<file path="src/rtl/pe_array_seq_ctrl.sv">
// Sequencer for one systolic weight tile: weight preload, activation stream, drain with result tagging.
// Optional macro PE_SEQ_CTRL_PERF_EN adds busy-cycle and job counters.
module pe_array_seq_ctrl #(
    parameter int data_width         = 22,
    parameter int w_tile_column_size = 16,
    parameter int w_tile_row_size    = 16,
    parameter int vec_cnt_width      = 16
) (
    input  logic                               clk,
    input  logic                               rst_n,
    input  logic                               start,
    input  logic                               abort,
    input  logic [vec_cnt_width-1:0]           num_vec,
    output logic                               busy,
    output logic                               done,
    output logic                               w_en,
    output logic                               w_compute,
    output logic                               w_rd_en,
    output logic [$clog2(w_tile_row_size)-1:0] w_rd_addr,
    output logic                               act_rd_en,
    output logic [vec_cnt_width-1:0]           act_rd_addr,
    output logic                               act_zero,
    output logic                               res_valid,
    output logic [vec_cnt_width-1:0]           res_idx
`ifdef PE_SEQ_CTRL_PERF_EN
    ,
    output logic [31:0]                        perf_busy_cycles,
    output logic [15:0]                        perf_jobs
`endif
);

    localparam int LAT  = w_tile_row_size + w_tile_column_size - 1;
    localparam int AW   = $clog2(w_tile_row_size);
    localparam int VW   = vec_cnt_width;
    localparam int LW   = $clog2(LAT + 1);
    localparam int RW   = $clog2(w_tile_row_size + 1);
    localparam int CW0  = (VW > RW) ? VW : RW;
    localparam int CW   = (CW0 > LW) ? CW0 : LW;

    if (data_width < 1) begin : g_dw_chk
        $error("data_width must be positive");
    end

    typedef enum logic [2:0] {
        IDLE,
        LOAD_W,
        SETTLE,
        COMPUTE,
        DRAIN,
        DONE
    } state_t;

    state_t          state_q, state_d;
    logic [CW-1:0]   cnt_q, cnt_d;
    logic [VW-1:0]   nv_q, nv_d;
    logic [LW-1:0]   lat_q, lat_d;
    logic            abort_take;
    logic            in_cd_q, in_cd_d;

    logic            busy_q, busy_d;
    logic            done_q, done_d;
    logic            w_en_q, w_en_d;
    logic            w_compute_q, w_compute_d;
    logic            w_rd_en_q, w_rd_en_d;
    logic [AW-1:0]   w_rd_addr_q, w_rd_addr_d;
    logic            act_rd_en_q, act_rd_en_d;
    logic [VW-1:0]   act_rd_addr_q, act_rd_addr_d;
    logic            act_zero_q, act_zero_d;
    logic            res_valid_q, res_valid_d;
    logic [VW-1:0]   res_idx_q, res_idx_d;

    always_comb begin
        state_d    = state_q;
        cnt_d      = cnt_q;
        nv_d       = nv_q;
        abort_take = abort && (state_q != IDLE);

        unique case (state_q)
            IDLE: begin
                if (start && !abort) begin
                    state_d = LOAD_W;
                    nv_d    = num_vec;
                    cnt_d   = '0;
                end
            end
            LOAD_W: begin
                if (cnt_q == CW'(w_tile_row_size - 1)) begin
                    state_d = SETTLE;
                    cnt_d   = '0;
                end else begin
                    cnt_d = cnt_q + CW'(1);
                end
            end
            SETTLE: begin
                cnt_d   = '0;
                state_d = (nv_q != '0) ? COMPUTE : DONE;
            end
            COMPUTE: begin
                if (cnt_q == (CW'(nv_q) - CW'(1))) begin
                    state_d = DRAIN;
                    cnt_d   = '0;
                end else begin
                    cnt_d = cnt_q + CW'(1);
                end
            end
            DRAIN: begin
                if (cnt_q == CW'(LAT - 1)) begin
                    state_d = DONE;
                    cnt_d   = '0;
                end else begin
                    cnt_d = cnt_q + CW'(1);
                end
            end
            DONE:    state_d = IDLE;
            default: state_d = IDLE;
        endcase

        if (abort_take) begin
            state_d = IDLE;
            cnt_d   = '0;
        end

        // lat counts cycles since the first activation entered; results emerge once it reaches LAT
        in_cd_q = (state_q == COMPUTE) || (state_q == DRAIN);
        in_cd_d = (state_d == COMPUTE) || (state_d == DRAIN);
        lat_d   = '0;
        if (in_cd_d && in_cd_q) begin
            lat_d = (lat_q == LW'(LAT)) ? lat_q : lat_q + LW'(1);
        end

        busy_d        = (state_d != IDLE);
        done_d        = (state_d == DONE);
        w_en_d        = (state_d == LOAD_W);
        w_rd_en_d     = (state_d == LOAD_W);
        w_rd_addr_d   = (state_d == LOAD_W) ? cnt_d[AW-1:0] : '0;
        w_compute_d   = in_cd_d;
        act_rd_en_d   = (state_d == COMPUTE);
        act_rd_addr_d = (state_d == COMPUTE) ? cnt_d[VW-1:0] : '0;
        act_zero_d    = (state_d == DRAIN);
        res_valid_d   = in_cd_d && (lat_d == LW'(LAT));

        res_idx_d = res_idx_q;
        if (abort_take) begin
            res_idx_d = '0;
        end else if (res_valid_d) begin
            res_idx_d = res_valid_q ? res_idx_q + VW'(1) : '0;
        end
    end

    always_ff @(posedge clk) begin
        if (!rst_n) begin
            state_q       <= IDLE;
            cnt_q         <= '0;
            nv_q          <= '0;
            lat_q         <= '0;
            busy_q        <= 1'b0;
            done_q        <= 1'b0;
            w_en_q        <= 1'b0;
            w_compute_q   <= 1'b0;
            w_rd_en_q     <= 1'b0;
            w_rd_addr_q   <= '0;
            act_rd_en_q   <= 1'b0;
            act_rd_addr_q <= '0;
            act_zero_q    <= 1'b0;
            res_valid_q   <= 1'b0;
            res_idx_q     <= '0;
        end else begin
            state_q       <= state_d;
            cnt_q         <= cnt_d;
            nv_q          <= nv_d;
            lat_q         <= lat_d;
            busy_q        <= busy_d;
            done_q        <= done_d;
            w_en_q        <= w_en_d;
            w_compute_q   <= w_compute_d;
            w_rd_en_q     <= w_rd_en_d;
            w_rd_addr_q   <= w_rd_addr_d;
            act_rd_en_q   <= act_rd_en_d;
            act_rd_addr_q <= act_rd_addr_d;
            act_zero_q    <= act_zero_d;
            res_valid_q   <= res_valid_d;
            res_idx_q     <= res_idx_d;
        end
    end

    assign busy        = busy_q;
    assign done        = done_q;
    assign w_en        = w_en_q;
    assign w_compute   = w_compute_q;
    assign w_rd_en     = w_rd_en_q;
    assign w_rd_addr   = w_rd_addr_q;
    assign act_rd_en   = act_rd_en_q;
    assign act_rd_addr = act_rd_addr_q;
    assign act_zero    = act_zero_q;
    assign res_valid   = res_valid_q;
    assign res_idx     = res_idx_q;

`ifdef PE_SEQ_CTRL_PERF_EN
    logic [31:0] perf_busy_q;
    logic [15:0] perf_jobs_q;

    // the cycle that accepts start is charged to the job along with every busy cycle
    always_ff @(posedge clk) begin
        if (!rst_n) begin
            perf_busy_q <= '0;
            perf_jobs_q <= '0;
        end else begin
            if ((busy_q || busy_d) && (perf_busy_q != '1)) begin
                perf_busy_q <= perf_busy_q + 32'd1;
            end
            if (done_q) begin
                perf_jobs_q <= perf_jobs_q + 16'd1;
            end
        end
    end

    assign perf_busy_cycles = perf_busy_q;
    assign perf_jobs        = perf_jobs_q;
`else
    // performance counters are not built
`endif

endmodule

</file>
<file path="config.mk">
export PLATFORM = sky130hd
export DESIGN_NAME = pe_array_seq_ctrl
export DESIGN_NICKNAME = d
export VERILOG_FILES = /design/src/rtl/pe_array_seq_ctrl.sv
export SDC_FILE = /design/constraint.sdc
export NUM_CORES = 1
export LEC_CHECK = 0
export ABC_AREA = 1
export BUFFER_PORTS_ARGS = -buffer_cell sky130_fd_sc_hd__buf_2
export CORE_MARGIN = 4
export CORE_UTILIZATION = 33
export DETAILED_ROUTE_END_ITERATION = 16
export GPL_TIMING_DRIVEN = 0
export HOLD_SLACK_MARGIN = 0.02
export SLEW_MARGIN = 15
export SYNTH_ARGS = -nofsm -noshare
export SYNTH_HDL_FRONTEND = slang
export SYNTH_SLANG_ARGS = --single-unit
</file>
<file path="constraint.sdc">
create_clock -name clk -period 2.7 [get_ports clk]
set_input_delay 0.27 -clock clk [delete_from_list [all_inputs] [get_ports clk]]
set_output_delay 0.27 -clock clk [all_outputs]
set_load 0.01 [all_outputs]
</file>
Word-level counts from Yosys, hierarchy flattened
Cells that the tools add are included.
W data, S select, Z words.
{ "word_totals": {"input_bits": 20, "ff_bits": 83} }
{ "classes": {"reduce_logical": 15, "n_mux": 16, "bitwise_logic": 1, "add_sub_neg": 4, "n_eq_ne": 13} }
{ "ops": {"columns": ["operator", "n"], "rows": [
  ["$mux W16", 6],
  ["$pmux W16 S5", 1],
  ["$add A16 B1 Y16 const B", 2],
  ["$mux W3", 6],
  ["$eq A16 B16 Y1", 1],
  ["$eq A16 B4 Y1 const B", 1],
  ["$eq A16 B5 Y1 const B", 1],
  ["$reduce_bool A16 Y1", 1],
  ["$sub A16 B1 Y16 const B", 1],
  ["$pmux W3 S5", 1],
  ["$eq A5 B5 Y1 const B", 2],
  ["$mux W5", 2],
  ["$eq A3 B2 Y1 const B", 3],
  ["$eq A3 B3 Y1 const B", 3],
  ["$eq A3 B1 Y1 const B", 2],
  ["$reduce_and A2 Y1", 3],
  ["$reduce_bool A3 Y1", 2],
  ["$add A5 B1 Y5 const B", 1],
  ["$logic_and A1 B1 Y1", 4],
  ["$logic_not A3 Y1", 1],
  ["$logic_or A1 B1 Y1", 2],
  ["$reduce_or A2 Y1", 1],
  ["$logic_not A1 Y1", 1],
  ["$not A1 Y1", 1]
]} }

Depth between registers and ports, before layout
{ "logic_depth": {"word_depth": 11, "mapped_depth": 21, "depth_no_buf": 21} }

Worst setup path before layout
OpenSTA, ideal clock, no wires.
{ "synth_timing": {"path_kind": "register to register", "from": "register nv_q[0]", "to": "register res_idx_q[9] (netlist: res_idx[9])", "arrival_ns": 2.152, "setup_time_ns": 0.132, "period_less_slack_ns": 2.284, "slack_ns": 0.416, "stages_incl_launch_ff": 19, "path_cell_list": "dfxtp_1 -> inv_2 -> ha_1 -> nand3_4 -> nor2_8 -> nand2_2 -> nor2_4 -> nor2_1 -> nor2_2 -> nand2_1 -> nor2_2 -> nand3_2 -> a21oi_2 -> nand3_2 -> nand2_4 -> nand2_4 -> buf_6 -> nand2_1 -> a21oi_1"} }
{ "synth_between": {"elab_chain_len": 11, "word_cells_on_any_way": 14} }
{ "synth_rtl": {"columns": ["item", "line_no", "source"], "rows": [
  ["start, declared", "55", "logic [VW-1:0] nv_q, nv_d;"],
  ["start signal, assigned", "170", "nv_q <= nv_d;"],
  ["$sub A16 B1 Y16", "99", "if (cnt_q == (CW'(nv_q) - CW'(1))) begin"],
  ["$eq A16 B16 Y1", "99", null],
  ["$mux W3", "99", null],
  ["$pmux W3 S5 *", "78", "unique case (state_q)"],
  ["$mux W3 *", "118", "if (abort_take) begin"],
  ["$eq A3 B2 Y1 / $eq A3 B3 Y1 (equally long branches)", "125", "in_cd_d = (state_d == COMPUTE) || (state_d == DRAIN);"],
  ["$logic_or A1 B1 Y1 *", "125", null],
  ["$logic_and A1 B1 Y1", "127", "if (in_cd_d && in_cd_q) begin"],
  ["$mux W5", "127", null],
  ["$eq A5 B5 Y1", "140", "res_valid_d = in_cd_d && (lat_d == LW'(LAT));"],
  ["$logic_and A1 B1 Y1 *", "140", null],
  ["end signal, assigned", "182", "res_idx_q <= res_idx_d;"],
  ["end, declared", "70", "logic [VW-1:0] res_idx_q, res_idx_d;"]
]} }
Every way passes the cells marked *; elsewhere a longest branch is shown, timed or not.
A chain may end at the register's enable or synchronous reset.

Final worst setup path
{ "layout_timing": {"from": "register nv_q[0]", "to": "register res_idx_q[10] (netlist: res_idx[10])"} }
Same word-level chain as after synthesis.

==> metrics <==
post-synthesis sequential area ratio=36.7%; via count=4214; number of cells produced by synthesis=646; TritonCTS clock tree=built; hold path cells=3; DR top layer=met4; setup ws final=185 ps; Finish-stage setup viols=0; CP endpoint kind=flip-flop; count of pins over their slew limit=0; leakage power=2.40 nW; Final Critical Period=2520 ps; GPL Wtd Cong=0.885; Arr. time, crit path=2720 ps; Buf+Inv Stages, Crit Path=2; leading cell type in the layout, fill and taps excluded=nand2_1; Synth Flop Type=dfxtp_1; Net Count, Synth=671; Sink Count=83; CP cell instances=inv_2, ha_4, nand3_4, nor2_8, nand2_4, nor2_4, nor2_1, nor2_2, nand2_1, nor2_2, nand3_2, a21oi_2, nand3_2, nand2_4, nand2_8, clkbuf_16, nand2_1, a21oi_1; Slew HR=51.9%; top achievable clock speed=398 MHz; met1 wire length=5920 um; Largest delay share family, worst path=simple AND/OR/NAND/NOR gates; die height=125 um; synthesized area=4520 sq um; Die W=125 um; routed wire length=11300 um; I/O Buffers=63; status=finished, final reports clean; Async SR Flop Fraction=0%; number of antenna violations at the first check in global routing=0; Tcrit/Tclk final=93.2%; worst-skew pair later-pin latency=340 ps; largest net degree at the start of global routing=15; post-synthesis register bit count=83; Initial DRC Count=224; TNS Setup=0 ps; clock tree buffer depth=2; Row Count=42; worst slew pin tran=717 ps; Setup Skew=8.35 ps; Reg clk slew, reported paths=70 ps; Starting Density=33.9%; Max VDD drop=273 uV; most frequent cells in the layout=112 x nand2_1, 108 x nor2_1, 86 x nand3_1; Worst Reg-to-Reg Cells=18; EDFF count, synth=0; hold wc startpoint=num_vec[7]; drt wl/cell=12.4 um; Setup crit start kind=flip-flop; Hold Vio Cnt, Final=0; metal3 WL=443 um; Synth cell types=40; CTS Buf Count=9; clk root buf=clkbuf_16; drt drc=0; total iterations of the first detailed-routing run=4; CORE AREA=13300 sq um; Worst path max stage delay=320 ps; H-tree levels=3; antenna-violating nets left=0; Die ar.=15600 sq um; WL met2=4760 um; reg-to-reg endpoint=res_idx[10]; Layout fillers=1450; I/O pins=64; Yosys Warn Count=0; reg2reg start=nv_q[0]; Reg2Reg Setup Slack=180 ps; hold path endpoint=nv_q[7]; first-pass GRT wire length=18700 um; Avg Inst Size Synth=7.00 sq um; Final Util=41.0%; Crit Path Class=flip-flop to flip-flop; total of max-cap violations=0; slowest CP cell=dfxtp_2; Worst Path Max Fanout=9; Area Overhead vs Synth=21.1%; detailed placer's ending HPWL=8640 um; critical path depth=18; Hold Path Class=primary input to flip-flop; total congestion overflow=0; Final nets=753; Vias/cell=4.64; power density over the cells=504 nW/um^2; Placement Setup Slack=-91.2 ps; antenna cells=0; Worst Path Required=2900 ps; share of layout cells above drive strength 1=19.1%; vias in the first global route=3791; GRT Util Overall=14.2%
[state kept, by name, indices dropped and copies added (netlist names)]
signal / flops
act_rd_addr: 16
cnt_q: 16
nv_q: 16
res_idx: 16
lat_q: 5
w_rd_addr: 4
state_q: 3
act_rd_en: 1
act_zero: 1
busy: 1
done: 1
res_valid: 1
w_compute: 1
w_rd_en: 1
[how the worst max path moves through the flow]
stage	start	endpoint	slack (ps)
2_1_floorplan	nv_q[0]	res_idx[9]	420
3_3_place_gp	abort	res_idx[13]	-50
3_5_place_dp	abort	res_idx[8]	-90
4_1_cts	nv_q[0]	cnt_q[11]	20
5_1_grt	nv_q[0]	res_idx[10]	-10
6_report	nv_q[0]	res_idx[10]	180
[worst reg2reg max path: stages (launching register included)]
cell and delay, ps:
dfxtp_2 320, inv_2 80, ha_4 160, nand3_4 110, nor2_8 190, nand2_4 80
nor2_4 120, nor2_1 60, nor2_2 70, nand2_1 60, nor2_2 110, nand3_2 100
a21oi_2 200, nand3_2 140, nand2_4 170, nand2_8 100, clkbuf_16 200, nand2_1 50
a21oi_1 60
[synthesized netlist by cell type (9+ instances only)]
cell | count | area (sq um)
clkbuf_1 | 13 | 48.8
dfxtp_1 | 83 | 1660
nand4_1 | 11 | 68.8
nand3_1 | 87 | 435
o211ai_1 | 11 | 82.6
xnor2_1 | 9 | 78.8
nor3_1 | 11 | 55.1
a21oi_1 | 25 | 125
xor2_1 | 26 | 228
nor2_1 | 109 | 409
inv_1 | 61 | 229
o21ai_0 | 19 | 95.1
nand2_1 | 112 | 420
[metrics by stage]
stage	hold slack, ps	total power, mW	cell area, sq um	instances
2_1_floorplan	405	1.54	4520	646
3_5_place_dp	481	1.62	5060	885
6_report	148	2.76	5470	909
4_1_cts	144	2.76	5330	901
5_1_grt	156	2.88	5470	909
3_3_place_gp	481	1.61	5060	885
[routing by layer]
metal | global-route usage, % | vias up
met5 | 0 | -
met4 | 4.59 | 0
met3 | 2.26 | 13
met2 | 20.7 | 80
met1 | 21.4 | 1865
li1 | - | 2256
[cells by family after synthesis]
family,after synthesis,share of synthesized area (%)
compound gates,58,7.25
buf+inv,95,8.52
simple gates,366,37.6
xor+xnor,38,8.27
fa+ha+maj,5,1.38
flops,83,36.7
mux,1,0.221
[what timing repair did]
item,4_1_cts,5_1_grt
setup buffers,0,7
gates resized for setup,0,19
setup endpoints to repair,0,57
hold buffers,0,0
[cell type report]
| cell class | instances | area, sq um | area share, % |
|---|---|---|---|
| clock buffers | 11 | 233 | 4.25 |
| inverters | 71 | 267 | 4.87 |
| repair buffers | 71 | 393 | 7.18 |
| plain buffers | 24 | 128 | 2.33 |
| clock inverters | 5 | 38.8 | 0.709 |
| well taps | 176 | 220 | 4.02 |
| multi-input cells | 468 | 2530 | 46.2 |
| flip-flops and latches | 83 | 1670 | 30.4 |
[power by group]
group	switching [mW]	total [mW]	internal (mW)	leakage (nW)
logic	0.210	0.337	0.127	1.61
clock network	0.522	1.15	0.627	0.118
registers	0.0227	1.27	1.25	0.674
No activity file was read; power rests on OpenSTA's default activity.
